`config.mk`:
```
export PLATFORM = sky130hd
export DESIGN_NAME = pktfifo_arb
export DESIGN_NICKNAME = d
export VERILOG_FILES = /design/src/rtl/pktfifo_arb_pkg.sv /design/src/rtl/pktfifo_arb_rr_pick.sv /design/src/rtl/pktfifo_arb.sv
export SDC_FILE = /design/constraint.sdc
export NUM_CORES = 1
export LEC_CHECK = 0
export BUFFER_PORTS_ARGS = -buffer_cell sky130_fd_sc_hd__buf_2
export CORE_ASPECT_RATIO = 0.75
export CORE_UTILIZATION = 36
export DETAILED_ROUTE_END_ITERATION = 10
export GPL_ROUTABILITY_DRIVEN = 0
export PLACE_DENSITY = 0.72
export SLEW_MARGIN = 20
export SYNTH_ARGS = -nofsm -noshare
export SYNTH_HDL_FRONTEND = slang
export SYNTH_HIERARCHICAL = 1
export SYNTH_SLANG_ARGS = --single-unit
export TNS_END_PERCENT = 5
```
`constraint.sdc`:
```
create_clock -name i_clk -period 2.3 [get_ports i_clk]
set_input_delay 0.23 -clock i_clk [delete_from_list [all_inputs] [get_ports i_clk]]
set_output_delay 0.23 -clock i_clk [all_outputs]
set_load 0.01 [all_outputs]
```
`src/rtl/pktfifo_arb_pkg.sv`:
```
// Shared types and defaults for the packet-FIFO BytePipe scheduler.
package pktfifo_arb_pkg;

  // Scheduler states: wait for a request, emit the header byte, stream the body.
  typedef enum logic [1:0] {
    ST_IDLE = 2'd0,
    ST_HDR  = 2'd1,
    ST_BODY = 2'd2
  } state_t;

  // Upper five bits of every header byte; the low three carry the pair index.
  localparam logic [4:0] HDR_TAG_DEFAULT = 5'b10100;

  // Width of pair indices (grant, last grant); covers up to 8 pairs.
  localparam int unsigned GRANT_W = 3;

endpackage

```
`src/rtl/pktfifo_arb_rr_pick.sv`:
```
// Combinational round-robin picker: lowest-ranked requester after last_grant.
module rr_pick
  import pktfifo_arb_pkg::*;
#(
  parameter int unsigned N_PAIR = 2
) (
  input  logic [N_PAIR-1:0]  req,
  input  logic [GRANT_W-1:0] last_grant,
  output logic [GRANT_W-1:0] grant,
  output logic               any
);

  logic [31:0] start_idx;
  logic [31:0] rank;
  logic [31:0] best_rank;

  assign any = |req;

  // Rank each pair by its distance from last_grant+1 (mod N_PAIR); the smallest rank wins.
  always_comb begin
    start_idx = (32'(last_grant) + 32'd1) % N_PAIR;
    best_rank = N_PAIR;
    rank      = '0;
    grant     = '0;
    for (int unsigned i = 0; i < N_PAIR; i++) begin
      rank = (i + N_PAIR - start_idx) % N_PAIR;
      if (req[i] && (rank < best_rank)) begin
        best_rank = rank;
        grant     = GRANT_W'(i);
      end
    end
  end

endmodule

```
`src/rtl/pktfifo_arb.sv`:
```
// Round-robin scheduler draining whole packets from N_PAIR FIFOs onto one BytePipe.
module pktfifo_arb
  import pktfifo_arb_pkg::*;
#(
  parameter int unsigned N_PAIR  = 2,
  parameter int unsigned PKT_LEN = 8,
  parameter logic [4:0]  HDR_TAG = HDR_TAG_DEFAULT
) (
  input  logic                  i_clk,
  input  logic                  i_rst,
  input  logic                  i_cg,
  input  logic [N_PAIR-1:0]     i_enMask,
  input  logic [N_PAIR*8-1:0]   i_pktfifo_data,
  input  logic [N_PAIR-1:0]     i_pktfifo_empty,
  output logic [N_PAIR-1:0]     o_pktfifo_pop,
  output logic [7:0]            o_bp_data,
  output logic                  o_bp_valid,
  input  logic                  i_bp_ready,
  output logic                  o_busy,
  output logic [2:0]            o_grant
);

  localparam int unsigned       CW       = $clog2(PKT_LEN + 1);
  localparam logic [CW-1:0]     CNT_LAST = CW'(PKT_LEN - 1);
  localparam logic [GRANT_W-1:0] LAST_RST = GRANT_W'(N_PAIR - 1);

  state_t               state;
  logic [GRANT_W-1:0]   grant;
  logic [GRANT_W-1:0]   last_grant;
  logic [CW-1:0]        cnt;

  logic [N_PAIR-1:0]    req;
  logic [GRANT_W-1:0]   pick_grant;
  logic                 pick_any;
  logic [7:0]           head_data;
  logic                 head_empty;
  logic                 accept;

  assign req = i_enMask & ~i_pktfifo_empty;

  rr_pick #(
    .N_PAIR(N_PAIR)
  ) u_rr_pick (
    .req        (req),
    .last_grant (last_grant),
    .grant      (pick_grant),
    .any        (pick_any)
  );

  // Mux the granted FIFO's head byte and empty flag.
  always_comb begin
    head_data  = '0;
    head_empty = 1'b1;
    for (int unsigned i = 0; i < N_PAIR; i++) begin
      if (grant == GRANT_W'(i)) begin
        head_data  = i_pktfifo_data[i*8 +: 8];
        head_empty = i_pktfifo_empty[i];
      end
    end
  end

  // BytePipe data/valid follow the state directly so data is held while stalled.
  always_comb begin
    o_bp_valid = 1'b0;
    o_bp_data  = '0;
    case (state)
      ST_HDR: begin
        o_bp_valid = 1'b1;
        o_bp_data  = {HDR_TAG, grant};
      end
      ST_BODY: begin
        o_bp_valid = ~head_empty;
        o_bp_data  = head_data;
      end
      default: ;
    endcase
  end

  assign accept = o_bp_valid & i_bp_ready & i_cg;

  // One-hot pop of the granted FIFO on each accepted body byte.
  always_comb begin
    o_pktfifo_pop = '0;
    for (int unsigned i = 0; i < N_PAIR; i++) begin
      o_pktfifo_pop[i] = (state == ST_BODY) && accept && (grant == GRANT_W'(i));
    end
  end

  assign o_busy  = (state != ST_IDLE);
  assign o_grant = grant;

  // Scheduler state; everything holds while the clock gate is low.
  always_ff @(posedge i_clk) begin
    if (i_rst) begin
      state      <= ST_IDLE;
      grant      <= '0;
      last_grant <= LAST_RST;
      cnt        <= '0;
    end else if (i_cg) begin
      case (state)
        ST_IDLE: begin
          if (pick_any) begin
            grant <= pick_grant;
            state <= ST_HDR;
          end
        end
        ST_HDR: begin
          if (accept) begin
            cnt   <= '0;
            state <= ST_BODY;
          end
        end
        ST_BODY: begin
          if (accept) begin
            cnt <= cnt + CW'(1);
            if (cnt == CNT_LAST) begin
              last_grant <= grant;
              state      <= ST_IDLE;
            end
          end
        end
        default: state <= ST_IDLE;
      endcase
    end
  end

endmodule
```
**Word-level counts from Yosys, hierarchy flattened**

Index checks and enable logic that the tools add are counted.

- Word-level logic and storage cells: 53
- Output and inout bits: 15
- Flip-flop bits (word level): 8
- Bits of input ports: 24

- Bitwise gates (word level): 5
- Add/sub/neg operators: 4
- Equal/unequal tests: 8
- $lt $le $gt $ge: 2
- Muxes and demuxes: 16
- Reduce and logical (&&, ||, !) cells: 14

Operator list:

| operator | count |
|---|---|
| 2-to-1 mux 8 bit | 2 |
| one-hot mux 8 bit (2 select lines) | 1 |
| 2-to-1 mux 2 bit | 5 |
| 2-to-1 mux 4 bit | 2 |
| one-hot mux 4 bit (2 select lines) | 1 |
| AND reduction 4 bit | 2 |
| inequality test 2 bit (second input constant) | 3 |
| one-hot mux 2 bit (3 select lines) | 1 |
| logical AND 1 bit | 5 |
| AND reduction 5 bit | 1 |
| adder 4 x 1 -> 4 bit (second input constant) | 1 |
| equality test 4 x 3 -> 1 bit (second input constant) | 1 |
| nonzero test 2 bit | 2 |
| logical NOT 3 bit | 1 |
| 2-to-1 mux 1 bit | 3 |
| AND reduction 3 bit | 1 |
| AND 1 bit | 2 |
| AND 2 bit | 1 |
| equality test 2 x 1 -> 1 bit (second input constant) | 1 |
| equality test 2 bit (second input constant) | 1 |
| logical NOT 2 bit | 1 |
| < comparator 1 x 2 -> 1 bit | 1 |
| < comparator 1 x 2 -> 1 bit (second input constant) | 1 |
| inequality test 2 x 1 -> 1 bit (second input constant) | 1 |
| 7 further kinds | 8 |

**Depth between registers and ports, before layout**

- Depth after elaboration: 9
- Depth in mapped cells: 9
- Depth with buffers taken out: 7

**Modules after synthesis**

Netlist, hierarchy kept.

By module, submodules not included:

| module | cells an instance | area each (um2) | seq. area each (um2) | instances |
|---|---|---|---|---|
| pktfifo_arb | 109 | 852.1 | 240.2 | 1 |
| rr_pick | 5 | 32.5 | 0.0 | 1 |

**Worst setup path after synthesis**

OpenSTA, ideal clock, no wires.

- Path kind: register to output
- Start point: reg state[0]
- End point: out o_pktfifo_pop[0]
- Arrival time: 1788 ps
- Setup slack: 282 ps
- Cell stages (with the launch flop): 10
- Data required time: 2070 ps
- Path through: dfxtp_1 -> inv_1 -> ha_1 -> nand4bb_1 -> buf_2 -> o21a_1 -> buf_6 -> inv_1 -> nand3_1 -> nor2_1

- Word-level cells in the longest chain between the ends: 6

RTL lines:

| element | RTL line | text |
|---|---|---|
| from (decl) | pktfifo_arb.sv:27 | `state_t state;` |
| from (signal assigned) | pktfifo_arb.sv:95 | `state <= ST_IDLE;` |
| from (signal assigned) | pktfifo_arb.sv:104 | `state <= ST_HDR;` |
| from (signal assigned) | pktfifo_arb.sv:110 | `state <= ST_BODY;` |
| equality test 2 bit or equality test 2 x 1 -> 1 bit (tied branches) | pktfifo_arb.sv:66 | `case (state)` |
| one-hot mux 1 bit (2 select lines) * | pktfifo_arb.sv:66 |  |
| net o_bp_valid | pktfifo_arb.sv:17 | `output logic o_bp_valid,` |
| AND 1 bit * (2 in series) | pktfifo_arb.sv:79 | `assign accept = o_bp_valid & i_bp_ready & i_cg;` |
| logical AND 1 bit * (2 in series) | pktfifo_arb.sv:85 | `o_pktfifo_pop[i] = (state == ST_BODY) && accept && (grant == GRANT_W'(i));` |
| to (decl) | pktfifo_arb.sv:15 | `output logic [N_PAIR-1:0] o_pktfifo_pop,` |

The timed path passes the listed nets; every way through them passes the cells marked *.

**Worst setup path in the final report**

- Start point: reg state[0]
- End point: out o_pktfifo_pop[0]

- Word-level cells in the longest chain between the ends: 6

RTL lines:

| element | RTL line |
|---|---|
| equality test 2 bit or equality test 2 x 1 -> 1 bit (tied branches) | pktfifo_arb.sv:66, pktfifo_arb.sv:85 |
| one-hot mux 1 bit (2 select lines) | pktfifo_arb.sv:66 |
| AND 1 bit (2 in series) | pktfifo_arb.sv:79 |
| logical AND 1 bit * (2 in series) | pktfifo_arb.sv:85 |

Every way passes the cells marked *; elsewhere a longest branch is shown, timed or not.

==> out/metrics.csv <==
stage,metric,value,unit
status,status,finished with violations,
status,violations,design-rule violations,
cts,clk_latency,0.27,ns
cells_and_area,regArea,200,um^2
routing,ant_nets,0,
routing,via_count,835,
place,numPortBuffers,38,
setup_path,crit_start,state[0]$_SDFFE_PP0P_,
sta,setup_violations,0,
routing,vias_per_cell,5.00,
worst_hold_path,hold_path_class,input pin to register,
cts,h-tree-depth,1,
sta,fin_crit_sh,94.0,%
global_route,grt_pass1_wl,3.42,mm
setup_path,r2r_start,state[0]$_SDFFE_PP0P_,
sta,slew_viol_final,0,
routing,drt_wl_total,2.12,mm
cts,path_clk_slew,0.07,ns
global_route,grt_usage,18.5,%
power_and_ir_drop,ir_drop,0.222,mV
die,core_area,2070,um^2
place,placed_area,1010,um^2
setup_path,cp-endpoint,o_pktfifo_pop[0],
cts,cts_tree,yes,
synthesis,synth_warnings,6,
die,die_width,56.8,um
sta,fmax,0.462,GHz
global_route,antenna_found_initial,0,
setup_path,r2r_end,state[1]$_SDFFE_PP0P_,
cells_and_area,fillers,203,
die,dieArea,2450,um^2
worst_hold_path,min_from,i_rst,
sta,fin_tns_setup,0,ns
cts,clock_path_buffers,2,
synthesis,netlist_instances,106,
cells_and_area,syn2layout_area_growth,29.0,%
routing,firstDrtPassIters,7,
power_and_ir_drop,power_density,465,nW/um^2
cells_and_area,finalInstanceArea,1050,um^2
global_route,grt_overflow,0,
setup_path,crit_type,register to output pin,
cells_and_area,drive_gt1_share,35.7,%
sta,hold_violations,0,
cells_and_area,multi_input_area,563,um^2
setup_path,end_kind,output pin,
sta,hold_ws,0.281,ns
cells_and_area,nNetsFinal,174,
routing,drc,3,
cts,clock-root-buffer,clkbuf_4,
synthesis,syn_area,812,um^2
routing,wl_per_cell,12.7,um
die,num_rows,14,
die,start_util,39.3,%
global_route,grt_max_degree,14,
cells_and_area,diodes,0,
power_and_ir_drop,finalPower,0.000487,W
place,dp_hpwl,1.70,mm
power_and_ir_drop,leakagePower,0.506,nW
die,die_y,43.1,um
global_route,grt_pass1_vias,762,
cts,cts_buffers,3,
synthesis,synth.avg_cell_area,7.66,um^2
cts,clkSinkCount,10,
setup_path,startpoint_type,register,
sta,fin_crit,2.16,ns
setup_path,ff2ff_path_depth,6,
die,ios,39,
setup_path,required,2.07,ns
setup_path,cp_data_arrival_time,1.93,ns
job,cap_violations,0,
setup_path,crit_fanout,9,
routing,initialDrtViolationCount,10,
sta,final.setup_skew,0.00770,ns
setup_path,r2r_slack,0.29,ns
-- state kept, by name (all words and copies together), names as in the netlist --
| register | flops |
|---|---|
| state | 2 |
| last_grant | 1 |
| o_grant | 3 |
| cnt | 4 |
-- worst max-delay path, cell delays in order (launching register included) --
cell and delay [ns]:
dfxtp_1 0.38, inv_1 0.11, ha_4 0.30, nand4bb_1 0.13, o21a_2 0.30, inv_2 0.11
nand3_1 0.10, nor2_1 0.10, buf_2 0.13
-- report_power, final --
part	leakage [nW]	total, W	switching (W)	internal, W
Combinational	0.411	0.000175	0.0000920	0.0000831
Sequential	0.0810	0.000191	0.00000879	0.000182
Clock	0.0138	0.000121	0.0000606	0.0000604
Total	0.506	0.000487	0.000161	0.000325
-- through the flow --
stage | util [%] | setup slack, ns | instances
floorplan | - | 0.324 | 107
global placement | 48.8 | 0.317 | 164
detailed placement | 48.8 | 0.238 | 164
CTS | 49.9 | 0.00409 | 167
global route | 50.7 | -0.0223 | 167
finish | 50.7 | 0.137 | 167
-- placed cells by master (no fill, tap or decap) --
cell type,count
a221oi_1,1
a21oi_1,6
clkbuf_4,3
or2_2,1
nand4bb_1,1
inv_2,1
nand3_1,6
o41a_1,1
nand3b_1,1
buf_2,38
or2_1,1
and3_1,1
o31ai_1,1
o21a_2,1
dfxtp_1,10
or3_1,1
a21o_1,1
nand4b_1,1
o221ai_1,1
and3b_1,1
mux2i_1,10
inv_1,6
nor2b_1,3
o21ai_0,8
ha_4,1
nor2_1,14
ha_2,1
nand2_1,7
buf_4,2
conb_1,2
mux2_2,3
nand2b_1,4
ha_1,3
a21boi_1,1
-- layout make-up --
class | count | area share (%)
clock buffer | 3 | 2.15
inverter | 7 | 2.51
multi-input combinational | 83 | 53.8
sequential | 10 | 19.1
tap | 24 | 2.87
timing repair buffer | 40 | 19.6
-- metal layers --
layer | vias to the layer above | wire, um | track usage (%)
li1 | 433 | - | -
met1 | 378 | 978 | 23.9
met2 | 21 | 1020 | 30.5
met3 | 3 | 117 | 5.49
met4 | 0 | 8 | 4.39
met5 | - | 0 | 0
-- how the worst min path moves through the flow --
stage                                  to  slack [ns]  cells past startpoint
5_1_grt           o_grant[1]$_SDFFE_PP0P_        0.30                      2
3_3_place_gp        state[1]$_SDFFE_PP0P_        0.48                      2
6_report          o_grant[2]$_SDFFE_PP0P_        0.28                      2
4_1_cts               cnt[1]$_SDFFE_PP0P_        0.27                      2
2_1_floorplan  last_grant[0]$_SDFFE_PP1P_        0.37                      1
3_5_place_dp        state[1]$_SDFFE_PP0P_        0.49                      2
-- repair_timing --
action,in CTS,in global routing
hold buffers,0,0
resized for setup,0,4
setup buffers,0,0
endpoints found under the setup margin,0,2
Power figures use the tool's default switching activity.
